[config.mk]
export PLATFORM = sky130hd
export DESIGN_NAME = player_sprite_drawer_flat
export DESIGN_NICKNAME = d
export VERILOG_FILES = /design/src/rtl/player_sprite_drawer_if.sv /design/src/rtl/player_sprite_drawer.sv /design/src/flat_wrapper.sv
export SDC_FILE = /design/constraint.sdc
export NUM_CORES = 1
export LEC_CHECK = 0
export ABC_AREA = 0
export ABC_CLOCK_PERIOD_IN_PS = 8100
export CORE_MARGIN = 3
export CORE_UTILIZATION = 28
export DETAILED_ROUTE_END_ITERATION = 6
export SLEW_MARGIN = 20
export SYNTH_ARGS = -nofsm -noshare
export SYNTH_HDL_FRONTEND = slang
export SYNTH_SLANG_ARGS = --single-unit
export TNS_END_PERCENT = 10
[constraint.sdc]
create_clock -name CLOCK_50 -period 8.1 [get_ports CLOCK_50]
set_clock_uncertainty 0.15 [all_clocks]
set_input_delay 1.62 -clock CLOCK_50 [delete_from_list [all_inputs] [get_ports CLOCK_50]]
set_output_delay 1.62 -clock CLOCK_50 [all_outputs]
set_load 0.05 [all_outputs]
[src/rtl/player_sprite_drawer_if.sv]
// Request/pixel-write bundle between the position block, the sprite drawer and the framebuffer.
// No logic; the drawer's registered outputs appear on this bundle directly.
// px_ready is the only backpressure signal; update is a one-cycle request.
interface player_sprite_drawer_if;
    logic [9:0] in_x;
    logic [8:0] in_y;
    logic       update;
    logic [9:0] px_x;
    logic [8:0] px_y;
    logic       px_color;
    logic       px_valid;
    logic       px_ready;
    logic       busy;
    logic       done;

    // Drawer side: takes requests and px_ready, produces pixel writes and status.
    modport slave (
        input  in_x, in_y, update, px_ready,
        output px_x, px_y, px_color, px_valid, busy, done
    );

    // Requester/framebuffer side.
    modport master (
        output in_x, in_y, update, px_ready,
        input  px_x, px_y, px_color, px_valid, busy, done
    );
endinterface

[src/rtl/player_sprite_drawer.sv]
// Erases the sprite rectangle at the old position, then draws it at the new one.
// Latency: update in cycle N gives the first pixel offer in N+1; done one cycle after the last accept.
// Backpressure: px_ready low freezes the offered pixel; clipped pixels are skipped in one cycle each.
module player_sprite_drawer #(
    parameter int SPRITE_W = 16,
    parameter int SPRITE_H = 8
) (
    input  logic CLOCK_50,
    input  logic reset,
    player_sprite_drawer_if.slave sif
);

    localparam int CW = (SPRITE_W > 1) ? $clog2(SPRITE_W) : 1;
    localparam int RW = (SPRITE_H > 1) ? $clog2(SPRITE_H) : 1;
    localparam logic [CW-1:0] COL_LAST = CW'(SPRITE_W - 1);
    localparam logic [RW-1:0] ROW_LAST = RW'(SPRITE_H - 1);

    typedef enum logic [1:0] {
        IDLE   = 2'd0,
        ERASE  = 2'd1,
        DRAW   = 2'd2,
        FINISH = 2'd3
    } state_t;

    // Screen coordinate of one walk position plus its on-screen flag.
    typedef struct packed {
        logic       vld;
        logic [9:0] x;
        logic [8:0] y;
    } pix_t;

    // Sums are formed one bit wider than the ports so a sprite hanging off
    // the right/bottom edge is detected as clipped rather than wrapping to 0.
    function automatic pix_t pix_at(
        input logic [9:0]    bx,
        input logic [8:0]    by,
        input logic [CW-1:0] c,
        input logic [RW-1:0] r
    );
        logic [10:0] sx;
        logic [9:0]  sy;
        pix_t        p;
        sx    = {1'b0, bx} + 11'(c);
        sy    = {1'b0, by} + 10'(r);
        p.vld = (sx < 11'd640) && (sy < 10'd480);
        p.x   = sx[9:0];
        p.y   = sy[8:0];
        return p;
    endfunction

    state_t        state_q, state_d;
    logic [CW-1:0] col_q, col_d;
    logic [RW-1:0] row_q, row_d;
    logic [9:0]    old_x_q, old_x_d;
    logic [8:0]    old_y_q, old_y_d;
    logic [9:0]    new_x_q, new_x_d;
    logic [8:0]    new_y_q, new_y_d;
    logic          has_old_q, has_old_d;
    logic          px_valid_q, px_valid_d;
    logic [9:0]    px_x_q, px_x_d;
    logic [8:0]    px_y_q, px_y_d;
    logic          px_color_q, px_color_d;
    logic          busy_q, busy_d;
    logic          done_q, done_d;

    logic          last_pix;
    logic          advance;
    logic          load_pix;
    logic [9:0]    base_x;
    logic [8:0]    base_y;
    pix_t          nxt;

    // Next-state, walk counters and next registered pixel offer.
    always_comb begin
        state_d    = state_q;
        col_d      = col_q;
        row_d      = row_q;
        old_x_d    = old_x_q;
        old_y_d    = old_y_q;
        new_x_d    = new_x_q;
        new_y_d    = new_y_q;
        has_old_d  = has_old_q;
        px_valid_d = px_valid_q;
        px_x_d     = px_x_q;
        px_y_d     = px_y_q;
        px_color_d = px_color_q;
        done_d     = 1'b0;
        load_pix   = 1'b0;
        nxt        = '0;
        advance    = 1'b0;
        last_pix   = (col_q == COL_LAST) && (row_q == ROW_LAST);
        base_x     = (state_q == ERASE) ? old_x_q : new_x_q;
        base_y     = (state_q == ERASE) ? old_y_q : new_y_q;

        unique case (state_q)
            IDLE: begin
                if (sif.update) begin
                    new_x_d = sif.in_x;
                    new_y_d = sif.in_y;
                    col_d   = '0;
                    row_d   = '0;
                    if (has_old_q && (sif.in_x == old_x_q) && (sif.in_y == old_y_q)) begin
                        // Sprite already sits there: nothing to repaint.
                        state_d = FINISH;
                        done_d  = 1'b1;
                    end else if (has_old_q) begin
                        state_d    = ERASE;
                        nxt        = pix_at(old_x_q, old_y_q, '0, '0);
                        load_pix   = 1'b1;
                        px_color_d = 1'b0;
                    end else begin
                        state_d    = DRAW;
                        nxt        = pix_at(sif.in_x, sif.in_y, '0, '0);
                        load_pix   = 1'b1;
                        px_color_d = 1'b1;
                    end
                end
            end

            ERASE, DRAW: begin
                // A clipped position is never offered, so it moves on without waiting for ready.
                advance = !px_valid_q || sif.px_ready;
                if (advance) begin
                    if (last_pix && (state_q == ERASE)) begin
                        state_d    = DRAW;
                        col_d      = '0;
                        row_d      = '0;
                        nxt        = pix_at(new_x_q, new_y_q, '0, '0);
                        load_pix   = 1'b1;
                        px_color_d = 1'b1;
                    end else if (last_pix) begin
                        state_d    = FINISH;
                        done_d     = 1'b1;
                        px_valid_d = 1'b0;
                        has_old_d  = 1'b1;
                        old_x_d    = new_x_q;
                        old_y_d    = new_y_q;
                    end else begin
                        if (col_q == COL_LAST) begin
                            col_d = '0;
                            row_d = row_q + 1'b1;
                        end else begin
                            col_d = col_q + 1'b1;
                        end
                        nxt      = pix_at(base_x, base_y, col_d, row_d);
                        load_pix = 1'b1;
                    end
                end
            end

            FINISH: begin
                state_d = IDLE;
            end

            default: begin
                state_d = IDLE;
            end
        endcase

        if (load_pix) begin
            px_valid_d = nxt.vld;
            px_x_d     = nxt.x;
            px_y_d     = nxt.y;
        end

        busy_d = (state_d != IDLE);
    end

    // All state and outputs registered; reset abandons any walk in progress.
    always_ff @(posedge CLOCK_50 or negedge reset) begin
        if (!reset) begin
            state_q    <= IDLE;
            col_q      <= '0;
            row_q      <= '0;
            old_x_q    <= '0;
            old_y_q    <= '0;
            new_x_q    <= '0;
            new_y_q    <= '0;
            has_old_q  <= 1'b0;
            px_valid_q <= 1'b0;
            px_x_q     <= '0;
            px_y_q     <= '0;
            px_color_q <= 1'b0;
            busy_q     <= 1'b0;
            done_q     <= 1'b0;
        end else begin
            state_q    <= state_d;
            col_q      <= col_d;
            row_q      <= row_d;
            old_x_q    <= old_x_d;
            old_y_q    <= old_y_d;
            new_x_q    <= new_x_d;
            new_y_q    <= new_y_d;
            has_old_q  <= has_old_d;
            px_valid_q <= px_valid_d;
            px_x_q     <= px_x_d;
            px_y_q     <= px_y_d;
            px_color_q <= px_color_d;
            busy_q     <= busy_d;
            done_q     <= done_d;
        end
    end

    assign sif.px_valid = px_valid_q;
    assign sif.px_x     = px_x_q;
    assign sif.px_y     = px_y_q;
    assign sif.px_color = px_color_q;
    assign sif.busy     = busy_q;
    assign sif.done     = done_q;

endmodule

[src/flat_wrapper.sv]
// flat-port wrapper written by rule: the top's interface ports become plain ports
module player_sprite_drawer_flat 
#(
    parameter int SPRITE_W = 16,
    parameter int SPRITE_H = 8
)
  (CLOCK_50, reset, sif_in_x, sif_in_y, sif_update, sif_px_ready, sif_px_x, sif_px_y, sif_px_color, sif_px_valid, sif_busy, sif_done);
  player_sprite_drawer_if sif_i ();
  input  logic CLOCK_50;
  input  logic reset;
  input wire logic [$bits(sif_i.in_x)-1:0] sif_in_x;
  input wire logic [$bits(sif_i.in_y)-1:0] sif_in_y;
  input wire logic [$bits(sif_i.update)-1:0] sif_update;
  input wire logic [$bits(sif_i.px_ready)-1:0] sif_px_ready;
  output wire logic [$bits(sif_i.px_x)-1:0] sif_px_x;
  output wire logic [$bits(sif_i.px_y)-1:0] sif_px_y;
  output wire logic [$bits(sif_i.px_color)-1:0] sif_px_color;
  output wire logic [$bits(sif_i.px_valid)-1:0] sif_px_valid;
  output wire logic [$bits(sif_i.busy)-1:0] sif_busy;
  output wire logic [$bits(sif_i.done)-1:0] sif_done;
  assign sif_i.in_x = sif_in_x;
  assign sif_i.in_y = sif_in_y;
  assign sif_i.update = sif_update;
  assign sif_i.px_ready = sif_px_ready;
  assign sif_px_x = sif_i.px_x;
  assign sif_px_y = sif_i.px_y;
  assign sif_px_color = sif_i.px_color;
  assign sif_px_valid = sif_i.px_valid;
  assign sif_busy = sif_i.busy;
  assign sif_done = sif_i.done;
  player_sprite_drawer #(.SPRITE_W(SPRITE_W), .SPRITE_H(SPRITE_H)) u_core (.CLOCK_50(CLOCK_50), .reset(reset), .sif(sif_i));
endmodule
==> results.py <==
metrics = {
    "floorplan": {
        "die_h_um": 137.4,
        "ios": 46,
        "core_area_mm2": 0.01676,
        "start_util_pct": 28.84,
        "num_rows": 47,
        "dieArea_mm2": 0.01887,
        "die_x_um": 137.4,
    },
    "worst_setup_path": {
        "crit_type": "input port to flop",
        "cp.depth": 8,
        "crit_fanout": 12,
        "crit_path_top_delay_cell": "o21ai_1",
        "slowest_delay_ns": 0.68,
        "r2r_slack_ns": 4.18,
        "path_buf_inv": 2,
        "crit_path_start": "sif_in_y[2]",
        "endpoint_kind": "flop",
        "crit_required_ns": 8.17,
        "crit_chain": "clkdlybuf4s50_1 > xor2_1 > nor4_1 > nand3_1 > o21ai_1 > buf_4 > o22ai_1 > mux2_1",
        "r2r_cells": 13,
        "cp_top_family": "simple AND/OR/NAND/NOR gates",
        "crit_path_start_kind": "input port",
        "crit_arrival_ns": 4.59,
        "reg2reg_from": "u_core.state_q[1]",
    },
    "sta": {
        "tns_ns": 0,
        "timing.final.crit_share_pct": 55.73,
        "setup_violations": 0,
        "hold_viol": 0,
        "rsz0062_at_grt": "no",
        "fin_ws_ns": 3.586,
        "slew_violations": 0,
        "tightest_slew_ns": 0.9320,
        "fin_crit_ns": 4.514,
        "max_slew_margin_pct": 37.68,
        "max_freq_ghz": 0.2215,
    },
    "yosys": {
        "yosys_warnings": 0,
        "synthesis.nets": 524,
        "synth_flop_cell": "dfrtp_1",
        "synth_cell_type_count": 65,
        "synth-seq-cells": 71,
        "synth_edf_count": 0,
        "yosysSeqAreaShare_pct": 36.76,
        "syn_area_mm2": 0.004833,
        "async_flop_share_pct": 100.0,
        "syn_area_per_cell_um2": 9.945,
        "syn_inst": 486,
    },
    "drt": {
        "routedWlPerCell_um": 18.63,
        "via_per_inst": 5.480,
        "antenna_left": 0,
        "drt_iter0_markers": 395,
        "drt-pass1-iter-count": 5,
        "wirelength_mm": 13.71,
        "drcViolationCount": 0,
        "vias": 4033,
    },
    "placement": {
        "dp_slack_ns": 3.209,
        "placed_cells": 721,
        "gp_congestion": 0.9069,
        "dp_hpwl_mm": 9.748,
        "portBuffers": 45,
    },
    "power_and_ir_drop": {
        "power_density_mw_per_mm2": 349.3,
        "leakagePower_nw": 2.380,
        "peakVddDrop_mv": 0.1566,
        "p_total_w": 0.002002,
    },
    "worst_hold_path": {
        "hold_path_depth": 2,
        "hp-class": "flop to flop",
        "worstHoldStart": "u_core.sif.px_x[2]",
    },
    "global_routing": {
        "grt_max_degree": 72,
        "overflow": 0,
        "gr-usage-met3_pct": 3.543,
        "grt_pass1_vias": 4010,
        "grt.total_usage_pct": 15.29,
        "antenna_found_initial": 0,
        "grt_use_met1_pct": 21.13,
        "met2_usage_pct": 23.07,
        "busiest_layer": "met2",
        "grt_pass1_wl_mm": 22.11,
    },
    "clock_network": {
        "cts_resized": 0,
        "clk_transition_reported_paths_ns": 0.06,
        "holdBufCountCts": 0,
        "insertion_delay_ns": 0.35,
        "cts_setup_buffers": 0,
        "cts_tree": "yes",
        "cts_root_buf": "clkbuf_16",
        "cts_sinks": 71,
        "h-tree-depth": 3,
        "cts_made_buffers": 9,
        "cts_buffer_depth": 2,
    },
    "final_layout": {
        "fill_cells": 1710,
        "drive_gt1_share_pct": 17.25,
        "instances_no_fill": 736,
        "final_core_utilization_pct": 34.20,
        "syn_to_final_growth_pct": 18.59,
        "antenna_cells": 0,
        "fin_nets": 550,
    },
    "run": {
        "cap_violations": 0,
    },
    "outcome": {
        "status": "complete, no violations",
    },
}
## worst reg2reg max path, cell delays in order, from the launching register on
cell	delay (ns)
dfrtp_1	0.40
inv_1	0.09
ha_2	0.30
buf_4	0.49
mux2_2	0.27
ha_1	0.16
inv_1	0.06
fa_1	0.39
nor2b_1	0.23
o221a_2	0.29
and2_1	0.16
a2111oi_0	0.07
or3_1	0.44
o31a_1	0.28
## routing by layer
metal  vias up  part of all wire, %
met5         -                    0
met2       153                   45
met4         0                  2.3
met1      2018                   45
met3        25                  7.3
li1       1837                    -
## flip-flops by register name, indices dropped and copies added (netlist names), 3 cells and up
| name | cells |
|---|---|
| u_core.old_y_q | 9 |
| u_core.new_x_q | 10 |
| u_core.old_x_q | 10 |
| u_core.sif.px_y | 9 |
| u_core.new_y_q | 9 |
| u_core.col_q | 4 |
| u_core.sif.px_x | 10 |
| u_core.row_q | 3 |
## path summary, 6_finish.rpt
path                                       to
setup / recovery           u_core.sif.px_x[6]
hold / removal             u_core.sif.px_x[2]
setup reg to reg           u_core.sif.px_y[8]
hold reg to reg            u_core.sif.px_x[2]
max in group asynchronous    u_core.has_old_q
min in group asynchronous  u_core.sif.px_x[3]
## cells in the final DEF (no fill, tap or decap), drive strengths merged, types with 3 or more instances in the layout
cell,Yosys,routed
nand2,40,40
a22oi,10,10
o22ai,10,10
a31oi,4,4
a21oi,16,16
nand2b,7,7
mux2i,28,28
nand4,6,6
and3,4,4
inv,12,12
nand3,19,19
and2,5,5
a32o,3,3
ha,13,13
xnor2,7,7
nand3b,5,5
clkdlybuf4s50,0,44
dfrtp,71,71
a211oi,3,3
o21ai,35,35
nor2,18,18
clkbuf,17,11
o22a,6,6
buf,18,6
nor2b,5,5
o31a,3,3
nor3,4,4
mux2,55,55
nor4,5,5
xor2,27,27
## layout make-up
cell class | instances | area [µm²] | area share, %
Clock buffer | 11 | 242.7 | 4.235
Clock inverter | 4 | 70.07 | 1.222
Inverter | 12 | 45.04 | 0.7859
Multi-Input combinational cell | 368 | 2836 | 49.49
Sequential cell | 71 | 1777 | 31.00
Tap cell | 220 | 275.3 | 4.802
Timing Repair Buffer | 50 | 485.5 | 8.470
## kinds of logic (layout without fill, tap and decap cells)
logic type	count (synthesis)	count (layout)	share of synthesized area [%]
buffers and inverters	47	77	4.892
AOI/OAI and AO/OA	113	113	16.31
muxes	83	83	18.61
adders and majority gates	15	15	4.194
xor gates and xnor gates	34	34	6.161
and+or+nand+nor	123	123	13.07
DFF	71	71	36.76
## Yosys cell counts (10+ instances only)
cell | number | area share [%]
a21oi_1 | 16 | 1.7
a22oi_1 | 10 | 1.6
clkbuf_1 | 17 | 1.3
dfrtp_1 | 71 | 37
ha_1 | 13 | 3.4
inv_1 | 12 | 0.93
mux2_2 | 48 | 11
mux2i_1 | 28 | 5.8
nand2_1 | 33 | 2.6
nand3_1 | 19 | 2.0
nor2_1 | 18 | 1.4
o21ai_0 | 24 | 2.5
o22ai_1 | 10 | 1.3
xor2_1 | 27 | 4.9
## metrics by stage
stage	area [µm²]	hold slack [ns]
finish	5732	0.3277
global route	5732	0.3659
CTS	5732	0.3348
detailed placement	5419	0.3224
global placement	5419	0.3149
floorplan	4833	0.3223
## report_power, final
| part | switching, W | internal [W] |
|---|---|---|
| logic | 0.000589 | 0.000404 |
| clock network | 0.000149 | 0.000275 |
| registers | 0.000123 | 0.000462 |
| total | 0.000861 | 0.00114 |
Note: power is estimated with default switching activity, not from simulation.
